### src/rtl/evenzeroes_pkg.sv
// Shared types and constants for the evenzeroes scheduler slice.
package evenzeroes_pkg;

    localparam int EZ_NREQ    = 2;
    localparam int EZ_TIMEOUT = 200;

    typedef enum logic [2:0] {
        IDLE,
        SET,
        WAIT_ACK,
        RTZ,
        WAIT_NULL,
        ERR
    } ez_state_t;

endpackage

### src/rtl/ez_sync2.sv
// Single-bit two-flop synchronizer bringing the async core rails into clk.
module ez_sync2 (
    input  logic clk,
    input  logic rst_n,
    input  logic d,
    output logic q
);

    logic meta;

    // NOTE: non-blocking assignments make meta->q a true two-stage shift;
    // blocking here would collapse both flops into one.
    always_ff @(posedge clk or negedge rst_n) begin
        if (!rst_n) begin
            meta <= 1'b0;
            q    <= 1'b0;
        end else begin
            meta <= d;
            q    <= meta;
        end
    end

endmodule

### src/rtl/evenzeroes_sched.sv
// Round-robin scheduler sharing one async dual-rail evenzeroes core between two requesters.
// Optional handshake timeout: define EVENZEROES_SCHED_TIMEOUT_EN.
module evenzeroes_sched
    import evenzeroes_pkg::*;
#(
    parameter int TIMEOUT_W = 8,
    parameter int TIMEOUT   = EZ_TIMEOUT
) (
    input  logic               clk,
    input  logic               rst_n,
    input  logic [EZ_NREQ-1:0] req_valid_i,
    input  logic [EZ_NREQ-1:0] req_bit_i,
    output logic [EZ_NREQ-1:0] req_ready_o,
    output logic               rsp_valid_o,
    output logic               rsp_id_o,
    output logic               rsp_parity_o,
    output logic               rsp_err_o,
    input  logic               clr_i,
    output logic               bit0_o,
    output logic               bit1_o,
    input  logic               parity0_i,
    input  logic               parity1_i
);

    ez_state_t state, state_nxt;

    logic p0, p1;
    logic ptr, id_q, bit_q, par_q;
    logic gid, accept, latch_par, go_err, timeout_hit;
    logic bit0_nxt, bit1_nxt, rsp_valid_c, rsp_err_c;

    ez_sync2 u_sync_p0 (.clk(clk), .rst_n(rst_n), .d(parity0_i), .q(p0));
    ez_sync2 u_sync_p1 (.clk(clk), .rst_n(rst_n), .d(parity1_i), .q(p1));

    // With both requesting the pointer decides; otherwise the lone requester wins.
    assign gid = (&req_valid_i) ? ptr : req_valid_i[1];

    // NOTE: every output of this block gets a default first, so no path
    // through the case can leave one unassigned and infer a latch.
    always_comb begin
        state_nxt   = state;
        accept      = 1'b0;
        latch_par   = 1'b0;
        go_err      = 1'b0;
        bit0_nxt    = bit0_o;
        bit1_nxt    = bit1_o;
        rsp_valid_c = 1'b0;
        rsp_err_c   = 1'b0;
        case (state)
            IDLE: begin
                if (|req_valid_i) begin
                    accept    = 1'b1;
                    state_nxt = SET;
                end
            end
            SET: begin
                bit1_nxt  = bit_q;
                bit0_nxt  = ~bit_q;
                state_nxt = WAIT_ACK;
            end
            WAIT_ACK: begin
                if (p0 && p1) begin
                    go_err = 1'b1;
                end else if (p0 ^ p1) begin
                    latch_par = 1'b1;
                    state_nxt = RTZ;
                end else if (timeout_hit) begin
                    go_err = 1'b1;
                end
            end
            RTZ: begin
                bit0_nxt  = 1'b0;
                bit1_nxt  = 1'b0;
                state_nxt = WAIT_NULL;
            end
            WAIT_NULL: begin
                if (!p0 && !p1) begin
                    rsp_valid_c = 1'b1;
                    state_nxt   = IDLE;
                end else if (timeout_hit) begin
                    go_err = 1'b1;
                end
            end
            ERR: begin
                bit0_nxt = 1'b0;
                bit1_nxt = 1'b0;
                if (clr_i && !p0 && !p1) state_nxt = IDLE;
            end
            default: state_nxt = IDLE;
        endcase
        // The single error pulse is issued on the cycle ERR is decided.
        if (go_err) begin
            state_nxt   = ERR;
            rsp_valid_c = 1'b1;
            rsp_err_c   = 1'b1;
            bit0_nxt    = 1'b0;
            bit1_nxt    = 1'b0;
        end
    end

    always_ff @(posedge clk or negedge rst_n) begin
        if (!rst_n) state <= IDLE;
        else        state <= state_nxt;
    end

    always_ff @(posedge clk or negedge rst_n) begin
        if (!rst_n) begin
            ptr    <= 1'b0;
            id_q   <= 1'b0;
            bit_q  <= 1'b0;
            par_q  <= 1'b0;
            bit0_o <= 1'b0;
            bit1_o <= 1'b0;
        end else begin
            bit0_o <= bit0_nxt;
            bit1_o <= bit1_nxt;
            if (accept) begin
                id_q  <= gid;
                bit_q <= req_bit_i[gid];
                ptr   <= ~gid;
            end
            if (latch_par) par_q <= p1;
        end
    end

`ifdef EVENZEROES_SCHED_TIMEOUT_EN
    logic [TIMEOUT_W-1:0] cnt;

    // Cleared on every state change so each wait state starts from zero; saturates.
    always_ff @(posedge clk or negedge rst_n) begin
        if (!rst_n)                          cnt <= '0;
        else if (state_nxt != state)         cnt <= '0;
        else if (cnt != TIMEOUT_W'(TIMEOUT)) cnt <= cnt + 1'b1;
    end

    assign timeout_hit = (cnt == TIMEOUT_W'(TIMEOUT));
`else
    logic unused_timeout;

    assign unused_timeout = ^{TIMEOUT_W[0], TIMEOUT[0]};
    assign timeout_hit    = 1'b0;
`endif

    // The accept pulse is decoded from IDLE, which is also the reset state, so it
    // is gated by rst_n to keep it low while reset is held.
    assign req_ready_o[0] = accept & rst_n & ~gid;
    assign req_ready_o[1] = accept & rst_n & gid;
    assign rsp_valid_o    = rsp_valid_c;
    assign rsp_id_o       = rsp_valid_c & id_q;
    assign rsp_parity_o   = rsp_valid_c & ~rsp_err_c & par_q;
    assign rsp_err_o      = rsp_err_c;

endmodule

### config.mk
export PLATFORM = sky130hd
export DESIGN_NAME = evenzeroes_sched
export DESIGN_NICKNAME = d
export VERILOG_FILES = /design/src/rtl/evenzeroes_pkg.sv /design/src/rtl/ez_sync2.sv /design/src/rtl/evenzeroes_sched.sv
export SDC_FILE = /design/constraint.sdc
export NUM_CORES = 1
export LEC_CHECK = 0
export BUFFER_PORTS_ARGS = -buffer_cell sky130_fd_sc_hd__clkbuf_2
export CELL_PAD_IN_SITES_DETAIL_PLACEMENT = 0
export CELL_PAD_IN_SITES_GLOBAL_PLACEMENT = 1
export CORE_ASPECT_RATIO = 1.75
export CORE_MARGIN = 2
export CORE_UTILIZATION = 25
export CTS_CLUSTER_DIAMETER = 150
export DETAILED_ROUTE_END_ITERATION = 7
export PLACE_DENSITY_LB_ADDON = 0.12
export RECOVER_POWER = 100
export SYNTH_ARGS = -nofsm -noshare
export SYNTH_HDL_FRONTEND = slang
export SYNTH_SLANG_ARGS = --single-unit
### constraint.sdc
create_clock -name clk -period 1.6 [get_ports clk]
set_input_delay 0.08 -clock clk [delete_from_list [all_inputs] [get_ports clk]]
set_output_delay 0.08 -clock clk [all_outputs]
set_load 0.02 [all_outputs]
==> impl_results.md, run 1 <==
- Status: completed
- Distinct cell type count after synthesis: 29
- Horiz. Die Dim: 44.4 um
- Commonest non-fill, non-tap cells in the layout: 11 x clkbuf_2, 10 x dfrtp_1, 7 x nand2_1, 7 x clkbuf_1, 6 x nor2_1
- DRT Pass-1 Iters: 3
- Core Area: 2720 um^2
- Int Pwr: 967 uW
- WP buf/inv: 1
- Most common cell after layout, fill and taps aside: clkbuf_2
- FP Rows: 25
- Final nets: 106
- Final cycle utilization of the critical path: 95.2%
- H-Tree Depth: 1
- Worst r2r path cells: 5
- DRC: 0
- Buffers on Ports: 16
- Layout cells sized above 1: 34.0%
- Filler Cell Count: 295
- P_leak: 0.426 nW
- CP endpoint kind: output port
- Setup_tns: 0 ns
- Post-DR wirelength/cell: 13.1 um
- GRT Total Usage: 11.0%
- FF-to-FF Start: state[0]
- # diodes: 0
- Clk root buf: clkbuf_8
- DR iter-0 viols: 10
- CTS tree: yes
- CTS sink cnt: 13
- DR vias: 562
- Core Util, Final: 34.2%
- Worst setup SP type: register
- Final setup fails: 0
- CTS clk-pin slew, worst paths: 0.06 ns
- Critical Path Fanout Max: 5
- Hold_sp: req_bit_i[1]
- Final min period: 1.52 ns
- Sequential power share: 40.3%
- Drt via density: 4.64
- DP HPWL: 1190 um
- Peak VDD IR: 0.000715 V
- Average cell area after synthesis: 10.5 um^2
- Pins over their slew limit: 0
- Power share of the clock group: 18.8%
- Register area share after synthesis: 45.6%
- Slowest stage cell, crit path: dfrtp_2
- Initial antenna violation count: 0
- GPL Wtd Cong: 0.689
- Worst Tran Pin Value: 0.625 ns
- Multi-input logic area: 348 um^2
- Setup CP Type: reg2out
- Clk Latency, worst-skew pair: 0.24 ns
- Max Clk Rate: 0.657 GHz
- CP Depth: 3
- Cts bufs inserted: 3
- Clock buffer depth: 2
- Switch share: 38.2%
- Die area: 3310 um^2
- Starting density of the core: 26.2%
- Vias in the first global route: 529
- Area growth, synth to finish: 30.4%
- R2r endpoint: state[0]
- RSZ-0062 raised after global routing: no
- Mapped cell area: 713 um^2
- Reported net switching power: 597 uW
- Register area: 329 um^2
- Synthesized instance count: 68
- R2R Setup Slk: 0.15 ns
- CP top delay family: simple AND/OR/NAND/NOR gates
- Layout Skew: 0.00124 ns
- WHS Path Cells: 3
- Worst path cell trace: nor4b_4 -> and3_2 -> clkbuf_2
- Final WL: 1580 um
- Yosys reg bits: 13
- Die H: 74.7 um
- Worst Path Required: 1.52 ns
- # Max-Cap Violations: 0
- Hold Crit Class: in2reg
- Largest net degree at the start of global routing: 14
- Final hold violations: 0
- Syn. warnings: 0
- Grt ovf: 0
- Syn nets: 79
- Post-DRT Antenna Nets: 0
- Worst endpoint data arrival time: 1.44 ns
- PD cells: 1680 nW/um^2
- First-pass GRT wire length: 2550 um
- Rel. slew slack: 58.4%
- # IOs: 17
- Comb power frac: 40.9%
- Worst hold endpoint: bit_q
- Critical Path Max Stage Delay: 0.48 ns
## Yosys cell counts, drive strengths merged
master,number,area share (%)
nor2,6,3.2
ha,2,3.5
and2b,1,1.2
buf,3,3.7
and4,1,1.2
and2,1,0.88
nor3,1,2.3
a22o,1,1.2
o21ai,2,1.4
nor2b,1,0.88
o2bb2ai,1,1.2
nand3b,2,2.1
nand2b,2,1.8
a31oi,2,1.8
inv,5,2.6
dfrtp,13,46
nor3b,1,1.8
a21oi,5,4.0
nand3,1,0.70
nand2,7,3.7
mux2i,3,4.2
mux2,1,2.1
or2,1,0.88
o311ai,2,2.5
and3,1,1.1
nor4b,1,3.3
o221ai,1,1.2
## registers in the layout (all words and copies together) (netlist names)
signal and flops:
bit0_o 1, bit1_o 1, bit_q 1, id_q 1, par_q 1, ptr 1
state 3, u_sync_p0.meta 1, u_sync_p0.q 1, u_sync_p1.meta 1, u_sync_p1.q 1
## stage by stage
step	worst slack, ns	instances	power (mW)	area (um^2)	hold slack, ns
2_1_floorplan	0.249	68	1.07	713	-0.216
3_3_place_gp	0.208	109	1.17	808	-0.0953
3_5_place_dp	0.185	109	1.18	808	-0.0949
4_1_cts	0.0297	116	1.50	887	0.0967
5_1_grt	0.00648	121	1.69	930	0.116
6_report	0.0768	121	1.56	930	0.0997
## worst register-to-register path, stage by stage, from the launching register on
cell      delay (ns)
dfrtp_2         0.48
buf_12          0.16
clkbuf_1        0.11
and2b_2         0.20
o311ai_1        0.12
o311ai_0        0.22
## power by group through the flow
| stage | combinational [mW] | clock (mW) | sequential [mW] |
|---|---|---|---|
| floorplan | 0.513 | 0 | 0.560 |
| global placement | 0.521 | 0 | 0.653 |
| finish | 0.640 | 0.294 | 0.630 |
| detailed placement | 0.525 | 0 | 0.658 |
| CTS | 0.535 | 0.305 | 0.659 |
| global route | 0.718 | 0.318 | 0.655 |
## routing by layer
metal	vias to the layer above	GRT usage (%)	share of wire (%)
li1	289	-	-
met4	0	7.07	1.5
met5	-	0	0
met1	257	13.2	43
met3	2	2.40	4.0
met2	14	17.5	51
## repair_timing
action	CTS	global route
resized for setup	3	3
hold buffers	3	0
hold endpoints to repair	15	0
pin swaps	0	1
endpoints found under the setup margin	3	2
buffers inserted	0	5
## worst max-delay path by stage
stage,start,to,slack [ns]
6_report,state[0],req_ready_o[1],0.08
5_1_grt,u_sync_p1.q,rsp_id_o,0.006
4_1_cts,u_sync_p1.q,rsp_id_o,0.03
3_5_place_dp,state[1],par_q,0.18
3_3_place_gp,state[1],par_q,0.21
2_1_floorplan,state[1],rsp_id_o,0.25
## area by class of cell
cell class              count  share of cell area (%)
flip-flops and latches     13                    35.4
well taps                  27                    3.63
repair buffers             25                    16.7
inverters                   5                    2.02
multi-input cells          47                    37.4
clock buffers               4                    4.85
## kinds of logic (layout without fill, tap and decap cells)
group	after synthesis	count (layout)	share of synthesized area [%]
DFF	13	13	45.6
muxes	4	4	6.32
AOI/OAI and AO/OA	14	14	13.3
and+or+nand+nor	27	27	24.9
adders and majority gates	2	2	3.51
buffers and inverters	8	34	6.32
Note: power is estimated with default switching activity, not from simulation.
==> run 2, diff against run 1 <==
--- a/config.mk
+++ b/config.mk
@@ -5,6 +5,7 @@
 export SDC_FILE = /design/constraint.sdc
 export NUM_CORES = 1
 export LEC_CHECK = 0
+export ABC_AREA = 1
 export BUFFER_PORTS_ARGS = -buffer_cell sky130_fd_sc_hd__clkbuf_2
 export CELL_PAD_IN_SITES_DETAIL_PLACEMENT = 0
 export CELL_PAD_IN_SITES_GLOBAL_PLACEMENT = 1
==> constraint.sdc (replaced) <==
create_clock -name clk -period 1.25 [get_ports clk]
set_input_delay 0.0625 -clock clk [delete_from_list [all_inputs] [get_ports clk]]
set_output_delay 0.0625 -clock clk [all_outputs]
set_load 0.02 [all_outputs]
==> run 2 against run 1 <==
The run now ends with negative setup slack left. Clock power is 26% higher. Clock-buffer cell count is 1 lower. Sequential power is 7.0% higher. Via count is 12% higher. Flip-flop and latch count stayed put. Critical path depth is 3 higher. Utilization is 6.5 points higher. Register-to-register slack worse by 0.16 ns. Wire length is 3.1% higher. Combinational power is 67% higher. Synthesized cell count is 15% higher.
==> impl_results.md, run 2 <==
- Area growth, synth to finish: 52.4%
- Max Clk Rate: 0.708 GHz
- Final nets: 126
- PD cells: 2060 nW/um^2
- Drt via density: 4.51
- Post-DR wirelength/cell: 11.6 um
- Synth async-reset ratio: 100%
- Layout Skew: 0.00199 ns
- Post-placement cell count: 127
- Final min period: 1.41 ns
- Die area: 3140 um^2
- RSZ-0062 raised after global routing: yes
- Worst endpoint data arrival time: 1.35 ns
- Most common cell after layout, fill and taps aside: buf_4
- # diodes: 0
- Synthesized instance count: 78
- Horiz. Die Dim: 43.2 um
- P_leak: 0.524 nW
- Final WL: 1630 um
- Commonest cells post-synth: 14 x inv_1, 13 x dfrtp_1, 11 x nand2_1, 6 x nand3_1, 6 x nor2_1
- GRT Total Usage: 11.7%
- Fin worst setup slack: -0.162 ns
- CTS clk-pin slew, worst paths: 0.06 ns
- Final cycle utilization of the critical path: 113%
- Non-filler cells, final: 140
- Syn nets: 89
- Hold Crit Class: in2reg
- Largest net degree at the start of global routing: 14
- Initial antenna violation count: 0
- CTS sink cnt: 13
- Worst Path Required: 1.19 ns
- Clk root buf: clkbuf_8
- Grt ovf: 0
- Post-route cell area: 1030 um^2
- Worst Tran Pin Value: 0.750 ns
- Rel. slew slack: 50.0%
- DRT Pass-1 Iters: 4
- Commonest non-fill, non-tap cells in the layout: 13 x buf_4, 12 x dfrtp_1, 11 x inv_1
- H-Tree Depth: 1
- Pins over their slew limit: 0
- Starting density of the core: 26.7%
- Clk Latency, worst-skew pair: 0.24 ns
- DR iter-0 viols: 7
- DR vias: 631
- Failing checks: negative setup slack
- Average cell area after synthesis: 8.63 um^2
- Yosys reg bits: 13
- Pwr Total: 2.11 mW
- Status: finished, violations left
- Leading post-synthesis cells by cell area: dfrtp_1 48%, inv_1 7.8%, nand2_1 6.1%
- # IOs: 17
- Cts bufs inserted: 3
- Post-DRT Antenna Nets: 0
- First-pass GRT wire length: 2700 um
- Placed cell area: 838 um^2
- Vias in the first global route: 650
- Post-synth top area share: 48.3%
- Clock buffer depth: 2
- Count leader, synth: inv_1
- Core Area: 2520 um^2
- Most flops, register: state
- Syn. warnings: 0
- Buffers on Ports: 16
- DRC: 0
- Ys flop type: dfrtp_1
- CP endpoint kind: output port
- Final setup fails: 6
- Max reg flops: 3
- EDFF count, synth: 0
- GPL Wtd Cong: 0.775
- DP Worst Slack: 0.0528 ns
- Worst setup SP type: register
- Leading area contributor after synthesis: dfrtp_1
- Mapped cell area: 673 um^2
- Die H: 72.6 um
- Setup CP Type: reg2out
- Distinct cell type count after synthesis: 21
- FP Rows: 24
- Peak VDD IR: 0.00103 V
- Register area share after synthesis: 48.3%
- CTS tree: yes
- Layout cells sized above 1: 45.6%
- # Max-Cap Violations: 0
- Critical Path Fanout Max: 3
- Filler Cell Count: 288
- Final hold slack: 0.0613 ns
- DP HPWL: 1230 um
- Final hold violations: 0
## run 2: changes by cell type after synthesis, sizes merged, moves of 3 or more
| cell | delta |
|---|---|
| inv | +14 |
| mux2i | -3 |
| o21ai | +4 |
| nand2 | +6 |
| nand4 | +4 |
| nand3 | +5 |
| buf | -3 |
## run 2: per-layer routing
layer	vias up	part of all wire, %	global-route usage [%]
li1	316	-	-
met1	300	37	10.3
met2	13	58	23.2
met3	2	3.5	3.22
met4	0	1.3	5.05
met5	-	0	0
## run 2: what timing repair did
| item | 4_1_cts | 5_1_grt |
|---|---|---|
| hold buffers | 3 | 0 |
| buffers inserted | 6 | 2 |
| cloned | 0 | 0 |
| endpoints found under the setup margin | 6 | 11 |
| pin swaps | 6 | 4 |
| hold endpoints to repair | 15 | 0 |
| resized for setup | 19 | 9 |
## run 2: area by class of cell
class | instances | area [um^2] | area share [%]
clock buffers | 3 | 41.3 | 4.02
clock inverters | 1 | 5.00 | 0.488
inverters | 20 | 75.1 | 7.32
multi-input cells | 45 | 313 | 30.5
flip-flops and latches | 13 | 327 | 31.8
well taps | 26 | 32.5 | 3.17
repair buffers | 32 | 233 | 22.7
## run 2: per-stage QoR
| step | util [%] | TNS [ns] |
|---|---|---|
| 3_3_place_gp | 33.2 | 0 |
| 4_1_cts | 40.6 | -0.605 |
| 2_1_floorplan | - | 0 |
| 3_5_place_dp | 33.2 | 0 |
| 5_1_grt | 40.7 | -1.13 |
| 6_report | 40.7 | -0.469 |
## run 2: kinds of logic (layout without fill, tap and decap cells)
group | Yosys count | count (layout) | synth area share (%)
adders and majority gates | 2 | 2 | 3.72
DFF | 13 | 13 | 48.3
buffers and inverters | 20 | 56 | 11.2
AOI/OAI and AO/OA | 11 | 11 | 12.5
and+or+nand+nor | 32 | 32 | 24.3
## run 2: critical path, cell delays in order, from the launching register on
cell and delay [ns]:
dfrtp_2 0.44, nor2_4 0.14, nand2_4 0.07, a21oi_4 0.13, inv_2 0.07, nor3_2 0.10
buf_4 0.16
## run 2: power breakdown
| group | internal (mW) | switching (mW) | leakage [nW] |
|---|---|---|---|
| combinational | 0.496 | 0.575 | 0.341 |
| sequential | 0.566 | 0.107 | 0.157 |
| clock | 0.220 | 0.149 | 0.0255 |
## run 2: worst paths after layout
path	start	endpoint	slack, ns	cells after the start
max	state[0]	req_ready_o[0]	-0.16	6
min	req_bit_i[0]	bit_q	0.06	3
max reg2reg	state[0]	state[0]	-0.01	9
min reg2reg	u_sync_p1.meta	u_sync_p1.q	0.35	0
max in group asynchronous	rst_n	state[0]	0.21	3
min in group asynchronous	rst_n	ptr	0.52	3
==> run 3, diff against run 2 <==
--- a/config.mk
+++ b/config.mk
@@ -7,7 +7,7 @@
 export LEC_CHECK = 0
 export ABC_AREA = 1
 export BUFFER_PORTS_ARGS = -buffer_cell sky130_fd_sc_hd__clkbuf_2
-export CELL_PAD_IN_SITES_DETAIL_PLACEMENT = 0
+export CELL_PAD_IN_SITES_DETAIL_PLACEMENT = 1
 export CELL_PAD_IN_SITES_GLOBAL_PLACEMENT = 1
 export CORE_ASPECT_RATIO = 1.75
 export CORE_MARGIN = 2
==> run 3 against run 2 <==
Clock skew down 0.0014 ns. The run still ends with negative setup slack left. Critical path type unchanged. Sequential share of layout area shrank 0.72 points. Flip-flop and latch count did not move. Critical path depth unchanged. Register-to-register slack got worse by 0.07 ns.
==> impl_results.md, run 3 (synthesis gave the netlist of run 2 again) <==
- First-pass GRT wire length: 3020 um
- GPL Wtd Cong: 0.775
- CTS clk-pin slew, worst paths: 0.06 ns
- Initial antenna violation count: 0
- Clock buffer depth: 2
- Post-route cell area: 1050 um^2
- Buffers on Ports: 16
- # IOs: 17
- Clk root buf: clkbuf_8
- Area growth, synth to finish: 55.9%
- Largest net degree at the start of global routing: 14
- Peak VDD IR: 0.000980 V
- Post-DR wirelength/cell: 12.9 um
- Die H: 72.6 um
- CTS tree: yes
- Failing checks: negative setup slack
- DRT Pass-1 Iters: 3
- CP Launch Point: state[0]
- Core Area: 2520 um^2
- Filler Cell Count: 309
- Die area: 3140 um^2
- Non-filler cells, final: 141
- Crit path capture: req_ready_o[0]
- Sequential power share: 30.6%
- Worst Tran Pin Value: 0.750 ns
- Grt ovf: 0
- Power share of the clock group: 17.8%
- Status: finished, violations left
- Layout Skew: 0.000545 ns
- Switch share: 40.7%
- DR vias: 648
- Final cycle utilization of the critical path: 114%
- CP endpoint kind: output port
- Vias in the first global route: 765
- FF-to-FF Start: state[2]
- Multi-input logic area: 329 um^2
- Final nets: 127
- RSZ-0062 raised after global routing: yes
- DRC: 0
- FP Rows: 24
- Horiz. Die Dim: 43.2 um
- Rel. slew slack: 50.0%
- # diodes: 0
- Commonest non-fill, non-tap cells in the layout: 14 x buf_4, 12 x dfrtp_1, 10 x inv_1
- Reported net switching power: 895 uW
- Drt via density: 4.60
- DP HPWL: 1390 um
- Post-DRT Antenna Nets: 0
- Final setup fails: 7
- Worst setup SP type: register
- Comb power frac: 51.6%
- Final WL: 1820 um
- DP Worst Slack: 0.0228 ns
- CTS sink cnt: 13
- Worst r2r path cells: 9
- Starting density of the core: 26.7%
- P_leak: 0.526 nW
- Fin worst setup slack: -0.177 ns
- Hold Crit Class: in2reg
- Clk Latency, worst-skew pair: 0.25 ns
- R2r endpoint: state[0]
- Setup CP Type: reg2out
- Critical Path Fanout Max: 3
- Cts bufs inserted: 3
- GRT Total Usage: 13.3%
- Worst endpoint data arrival time: 1.36 ns
- Placed cell area: 838 um^2
- PD cells: 2090 nW/um^2
- Final hold violations: 0
- R2R Setup Slk: -0.08 ns
- Layout cells sized above 1: 50.4%
- DR iter-0 viols: 2
- Worst Path Required: 1.19 ns
- H-Tree Depth: 1
- Pins over their slew limit: 0
- Most flops, register: state
- Max Clk Rate: 0.701 GHz
- Int Pwr: 1.30 mW
- # Max-Cap Violations: 0
- Final min period: 1.43 ns
- Pwr Total: 2.20 mW
- Post-placement cell count: 127
- Most common cell after layout, fill and taps aside: buf_4
- Max reg flops: 3
- Register area: 327 um^2
[run 3: worst min path at each step]
| stage | start | end | slack [ns] | cells after the start |
|---|---|---|---|---|
| 6_report | req_bit_i[0] | bit_q | 0.05 | 3 |
| 5_1_grt | req_bit_i[0] | bit_q | 0.07 | 3 |
| 4_1_cts | req_bit_i[0] | bit_q | 0.07 | 3 |
| 3_5_place_dp | rst_n | ptr | 0.03 | 2 |
| 3_3_place_gp | rst_n | ptr | 0.03 | 2 |
| 2_1_floorplan | rst_n | bit0_o | -0.23 | 0 |
[run 3: per-layer routing]
layer | vias up | track usage [%] | part of all wire [%] | routed length (um)
li1 | 316 | - | - | -
met2 | 14 | 25.9 | 59 | 1080
met5 | - | 0 | 0 | 0
met4 | 0 | 8.75 | 2.3 | 42
met1 | 313 | 10.8 | 35 | 628
met3 | 5 | 3.47 | 3.6 | 65
[run 3: what timing repair did]
action | CTS | global route
endpoints found under the setup margin | 6 | 11
hold buffers | 3 | 0
setup buffers | 5 | 4
hold endpoints to repair | 15 | 0
cloned | 0 | 0
resized for setup | 21 | 15
pin swaps | 6 | 6
[run 3: worst max-delay path: stages (launching register included)]
cell and delay (ns):
dfrtp_2 0.43, nor2_4 0.14, nand2_4 0.08, a21oi_4 0.14, inv_2 0.06, nor3_2 0.10
buf_4 0.16
[run 3: power by group through the flow]
stage / Combinational [mW] / Sequential, mW / Clock (mW)
6_report: 1.13 / 0.671 / 0.392
5_1_grt: 1.25 / 0.694 / 0.422
4_1_cts: 1.07 / 0.681 / 0.396
3_5_place_dp: 0.870 / 0.677 / 0
3_3_place_gp: 0.862 / 0.672 / 0
2_1_floorplan: 0.529 / 0.694 / 0
[run 3: through the flow]
step	util, %	hold slack [ns]	setup TNS, ns
final	41.6	0.0458	-0.714
after floorplan	-	-0.233	0
after CTS	40.4	0.0714	-0.746
after detailed placement	33.2	0.0308	0
after global placement	33.2	0.0293	0
after global routing	41.6	0.0726	-1.31
[run 3: area by class of cell]
cell class / instances / share of cell area, %
Inverter: 20 / 7.15
Sequential cell: 13 / 31.1
Timing Repair Buffer: 33 / 22.9
Clock buffer: 3 / 3.93
Multi-Input combinational cell: 45 / 31.3
Tap cell: 26 / 3.10
Clock inverter: 1 / 0.477
